## src/rtl/plru16_pkg.sv

```systemverilog
// Shared constants, FSM state type and tree-PLRU helpers for the 16-way allocation controller.
package plru16_pkg;

    localparam int unsigned PLRU16_NODES = 15;
    localparam int unsigned PLRU16_WAYS  = 16;

    typedef enum logic {IDLE, RESP} plru16_state_e;

    // Heap-ordered walk: the path bits from root to leaf spell the way index MSB first.
    function automatic logic [3:0] plru16_victim(input logic [PLRU16_NODES-1:0] state);
        logic [3:0] node;
        logic [3:0] way;
        logic       b;
        node = 4'd0;
        way  = 4'd0;
        for (int d = 0; d < 4; d++) begin
            b    = state[node];
            way  = {way[2:0], b};
            node = {node[2:0], 1'b0} + 4'd1 + {3'b000, b};
        end
        return way;
    endfunction

    function automatic logic [PLRU16_NODES-1:0] plru16_touch(input logic [PLRU16_NODES-1:0] state,
                                                             input logic [3:0] way);
        logic [PLRU16_NODES-1:0] s;
        logic [3:0]              node;
        logic [3:0]              w;
        logic                    b;
        s    = state;
        node = 4'd0;
        w    = way;
        for (int d = 0; d < 4; d++) begin
            b       = w[3];
            s[node] = ~b;
            node    = {node[2:0], 1'b0} + 4'd1 + {3'b000, b};
            w       = w << 1;
        end
        return s;
    endfunction

    function automatic logic [3:0] lowest_set16(input logic [PLRU16_WAYS-1:0] mask);
        logic [PLRU16_WAYS-1:0] m;
        logic [3:0]             way;
        m   = mask;
        way = 4'd0;
        // Scan high to low so the last hit recorded is the lowest set bit.
        for (int i = 0; i < 16; i++) begin
            if (m[15]) way = 4'(15 - i);
            m = m << 1;
        end
        return way;
    endfunction

endpackage

```

## src/rtl/plru16_alloc_ctrl_state_ram.sv

```systemverilog
// Per-set PLRU state words: one combinational read port, hit and commit write ports.
module plru16_alloc_ctrl_state_ram
    import plru16_pkg::*;
#(
    parameter int unsigned NUM_SETS = 64,
    parameter int unsigned SET_W    = $clog2(NUM_SETS)
) (
    input  logic                    clk,
    input  logic                    rst,
    input  logic [SET_W-1:0]        rd_set,
    output logic [PLRU16_NODES-1:0] rd_state,
    input  logic                    hit_valid,
    input  logic [SET_W-1:0]        hit_set,
    input  logic [3:0]              hit_way,
    input  logic                    cm_valid,
    input  logic [SET_W-1:0]        cm_set,
    input  logic [3:0]              cm_way
);

    logic [PLRU16_NODES-1:0] mem_q [NUM_SETS];
    logic [PLRU16_NODES-1:0] mem_d [NUM_SETS];

    assign rd_state = mem_q[rd_set];

    // Hit is applied before commit so a same-set collision leaves the victim MRU.
    always_comb begin
        for (int i = 0; i < NUM_SETS; i++) begin
            mem_d[i] = mem_q[i];
            if (hit_valid && hit_set == SET_W'(i)) mem_d[i] = plru16_touch(mem_d[i], hit_way);
            if (cm_valid && cm_set == SET_W'(i))   mem_d[i] = plru16_touch(mem_d[i], cm_way);
        end
    end

    always_ff @(posedge clk) begin
        if (rst) begin
            mem_q <= '{default: '0};
        end else begin
            mem_q <= mem_d;
        end
    end

endmodule

```

## src/rtl/plru16_alloc_ctrl.sv

```systemverilog
// Victim-allocation controller: hit-touch port plus valid/ready allocation handshake.
module plru16_alloc_ctrl
    import plru16_pkg::*;
#(
    parameter int unsigned NUM_SETS = 64,
    parameter int unsigned SET_W    = $clog2(NUM_SETS)
) (
    input  logic             clk,
    input  logic             rst,
    input  logic             hit_valid,
    input  logic [SET_W-1:0] hit_set,
    input  logic [3:0]       hit_way,
    input  logic             req_valid,
    output logic             req_ready,
    input  logic [SET_W-1:0] req_set,
    input  logic [15:0]      req_inv_mask,
    output logic             resp_valid,
    input  logic             resp_ready,
    output logic [3:0]       resp_way,
    output logic             resp_from_inv
);

    plru16_state_e           state_q, state_d;
    logic [SET_W-1:0]        set_q, set_d;
    logic [3:0]              way_q, way_d;
    logic                    inv_q, inv_d;
    logic [PLRU16_NODES-1:0] rd_state;
    logic [3:0]              victim;
    logic                    victim_inv;
    logic                    commit;

    plru16_alloc_ctrl_state_ram #(
        .NUM_SETS (NUM_SETS),
        .SET_W    (SET_W)
    ) u_state_ram (
        .clk       (clk),
        .rst       (rst),
        .rd_set    (req_set),
        .rd_state  (rd_state),
        .hit_valid (hit_valid),
        .hit_set   (hit_set),
        .hit_way   (hit_way),
        .cm_valid  (commit),
        .cm_set    (set_q),
        .cm_way    (way_q)
    );

    always_comb begin
        victim_inv = |req_inv_mask;
        victim     = victim_inv ? lowest_set16(req_inv_mask) : plru16_victim(rd_state);
        commit     = (state_q == RESP) && resp_ready;

        state_d = state_q;
        set_d   = set_q;
        way_d   = way_q;
        inv_d   = inv_q;
        if (state_q == IDLE) begin
            if (req_valid) begin
                state_d = RESP;
                set_d   = req_set;
                way_d   = victim;
                inv_d   = victim_inv;
            end
        end else if (resp_ready) begin
            state_d = IDLE;
        end
    end

    always_ff @(posedge clk) begin
        if (rst) begin
            state_q <= IDLE;
            set_q   <= '0;
            way_q   <= 4'd0;
            inv_q   <= 1'b0;
        end else begin
            state_q <= state_d;
            set_q   <= set_d;
            way_q   <= way_d;
            inv_q   <= inv_d;
        end
    end

    assign req_ready     = (state_q == IDLE);
    assign resp_valid    = (state_q == RESP);
    assign resp_way      = way_q;
    assign resp_from_inv = inv_q;

endmodule
```

## config.mk

```make
export PLATFORM = sky130hd
export DESIGN_NAME = plru16_alloc_ctrl
export DESIGN_NICKNAME = d
export VERILOG_FILES = /design/src/rtl/plru16_pkg.sv /design/src/rtl/plru16_alloc_ctrl_state_ram.sv /design/src/rtl/plru16_alloc_ctrl.sv
export SDC_FILE = /design/constraint.sdc
export NUM_CORES = 2
export LEC_CHECK = 0
export ABC_CLOCK_PERIOD_IN_PS = 5210
export CORE_MARGIN = 2
export CORE_UTILIZATION = 25
export CTS_CLUSTER_DIAMETER = 50
export CTS_CLUSTER_SIZE = 28
export DETAILED_ROUTE_END_ITERATION = 16
export SKIP_CTS_REPAIR_TIMING = 1
export SYNTH_ARGS = -nofsm -noshare
export SYNTH_HDL_FRONTEND = slang
export SYNTH_SLANG_ARGS = --single-unit
```

## constraint.sdc

```tcl
create_clock -name clk -period 5.21 [get_ports clk]
set_input_delay 1.3025 -clock clk [delete_from_list [all_inputs] [get_ports clk]]
set_output_delay 1.3025 -clock clk [all_outputs]
set_load 0.01 [all_outputs]
```

==> flow_summary.ini <==
[critical_path]
critical_path.endpoint = resp_way[0]
arrival_ns = 5.34
reg2reg_from = u_state_ram.mem_q[137]
r2r_slack_ns = 1.23
start_kind = input port
crit_required_ns = 5.95
r2r-end = resp_way[0]
reg2reg_depth = 14
path_class = input port to flop
cp_slowest_stage_delay_ns = 0.51
cp_cell_sequence = buf_8 > buf_12 > buf_12 > buf_4 > mux4_2 > mux2i_1 > buf_4 > a21oi_1 > o21ai_0 > o21ai_1 > mux2_4 > mux2i_4 > ha_1 > inv_1 > mux4_2 > mux2i_1 > o2111a_1 > a311o_1
cp-end-kind = flop
worstPathMaxFanout = 12
slowest_stage = mux4_2
crit_path_start = req_set[1]

[clock_network]
cts_sinks = 972
htree_levels = 3
cts_made_buffers = 121
clockRootBuffer = clkbuf_16
clk_pin_slew_ns = 0.06
clock_latency_ns = 0.81
cts_tree = done
clockBufferDepth = 3

[sta]
period_needed_ns = 4.60
fin_worst_skew_ns = 0.0571
rsz0062_at_grt = false
hold_viol = 0
final-max-slew-violation-count = 0
max_freq_mhz = 217
post-route-period-util = 0.883
setup_viol = 0
worst_pin_slew_ns = 1.33
slew_headroom = 0.107

[cells_and_area]
final_util = 0.290
seqCellArea_sq_um = 19500
layout-drive-gt1-share = 0.141
fin_cells = 9984
multi_input_area_sq_um = 34200
area_delta_synth_final_pct = 15.1
finalNetCount = 6911
nFillCells = 23762
design_area_sq_um = 65900

[die]
die-width_microns = 482
die_h_microns = 482
start_util = 0.252
io_pins = 44
core_area_sq_um = 227000
fp-row-count = 175
dieArea_sq_um = 233000

[synth]
synth_cells = 7317
synth-async-reset-ratio = 0
syn-cell-area_sq_um = 57200
synth.distinct_cells = 65
ys_seq_elements = 972
synth_flop_cell = dfxtp_1
synth-edff-count = 0
synth_warnings = 0
synth_nets = 7367
ys_seq_area_frac = 0.340
synth_area_per_cell_sq_um = 7.82

[place]
io_buffers = 43
dpl.cell_count = 9747
gp_congestion = 1.01
placed_cell_area_sq_um = 61600
dp_hpwl_mm = 173

[drt]
drt_iter0_drc = 9800
detail-route-antenna-nets = 0
vias_per_cell = 6.22
drt_pass1_iterations = 8
routed_wl_mm = 279
drcViolationCount = 0
wl_per_cell_microns = 27.9
vias = 62051

[run]
drv_cap = 0

[grt]
grt_pass1_vias = 55462
grt_max_degree = 166
gr-total-overflow = 0
grt_pass1_wl_mm = 402
antenna_found_initial = 19
track_usage = 0.229

[pwr]
leakage_uw = 0.0190
p_total_uw = 18100
irDropWorstVdd_mv = 0.330
powerDensity_nw_per_um2 = 275

[worst_hold_path]
hold_class = flop to flop

[run_status]
status = finished, final reports clean
==> cells in the mapped netlist, types with 19 or more instances <==
cell type | count | area share
a21oi_1 | 1009 | 0.088
a22oi_1 | 103 | 0.014
a311oi_1 | 450 | 0.069
buf_1 | 29 | 0.0019
buf_2 | 28 | 0.0024
buf_6 | 20 | 0.0039
clkbuf_1 | 922 | 0.060
dfxtp_1 | 972 | 0.34
inv_1 | 20 | 0.0013
mux2i_1 | 27 | 0.0047
mux4_2 | 258 | 0.10
nand2_1 | 771 | 0.051
nand2b_1 | 19 | 0.0021
nand3_1 | 65 | 0.0057
nor2_1 | 211 | 0.014
nor2b_1 | 27 | 0.0030
nor3_1 | 34 | 0.0030
o211ai_1 | 22 | 0.0029
o21ai_0 | 1702 | 0.15
o31ai_1 | 449 | 0.059
==> critical path, delay by kind of cell <==
kind	cells	cell delay, ns
buffers and inverters	6	0.98
multiplexers	6	2.02
adder cells (fa/ha/maj)	1	0.29
AO/OA/AOI/OAI	5	0.72
==> state kept, by name, indices dropped and copies added, names as in the netlist <==
signal / flops
resp_from_inv: 1
set_q: 6
u_state_ram.mem_q: 960
resp_way: 4
resp_valid: 1
==> cell type report <==
class | count | area share
Antenna cell | 9 | 0.000342
Clock buffer | 138 | 0.0486
Clock inverter | 90 | 0.0158
Inverter | 22 | 0.00125
Multi-Input combinational cell | 5308 | 0.519
Sequential cell | 972 | 0.295
Tap cell | 3009 | 0.0572
Timing Repair Buffer | 436 | 0.0622
==> how the worst min path moves through the flow <==
stage	end	start	cells after the start	slack, ns
4_1_cts	resp_from_inv	resp_from_inv	2	0.50
3_3_place_gp	resp_from_inv	resp_from_inv	2	0.49
3_5_place_dp	resp_from_inv	resp_from_inv	2	0.49
6_report	resp_from_inv	resp_from_inv	2	0.50
5_1_grt	resp_from_inv	resp_from_inv	2	0.51
2_1_floorplan	set_q[4]	set_q[4]	2	0.48
==> kinds of logic after synthesis <==
family	count (synthesis)	synth area share
adders and majority gates	13	0.00284
buffers and inverters	1037	0.0725
DFF	972	0.340
muxes	291	0.108
and+or+nand+nor	1173	0.0834
xor gates and xnor gates	5	0.000765
AOI/OAI and AO/OA	3826	0.393
==> per-layer routing <==
| metal | routed length, microns | global-route usage |
|---|---|---|
| met1 | 109000 | 0.302 |
| met3 | 34600 | 0.0651 |
| met5 | 129 | 0 |
| met2 | 119000 | 0.338 |
| met4 | 16200 | 0.116 |
==> per-stage QoR <==
stage	TNS [ns]	setup WS (ns)	hold WS [ns]
after CTS	0	0.703	0.501
after global placement	-0.0773	-0.0773	0.489
after global routing	0	0.619	0.511
after detailed placement	-0.126	-0.126	0.494
final	0	0.608	0.502
after floorplan	0	0.527	0.484
==> layout by cell type (no fill, tap or decap), drive strengths merged, types with 13 or more instances in the layout <==
cell type,instances
o211ai,22
nor3,34
nor2,211
buf,399
nand3,65
clkinv,46
a21oi,1009
clkbuf,138
nand2b,19
mux2i,28
clkdlybuf4s50,37
a22oi,103
dfxtp,972
o21ai,1721
ha,13
nor2b,27
o31ai,449
a311oi,450
o22ai,18
nand2,771
mux4,258
inv,48
==> report_power, final <==
part | switching [uW] | internal (uW) | total (uW)
combinational | 1260 | 395 | 1650
sequential | 33.2 | 7450 | 7480
clock | 4090 | 4890 | 8980
(Power assumes the default switching activity.)
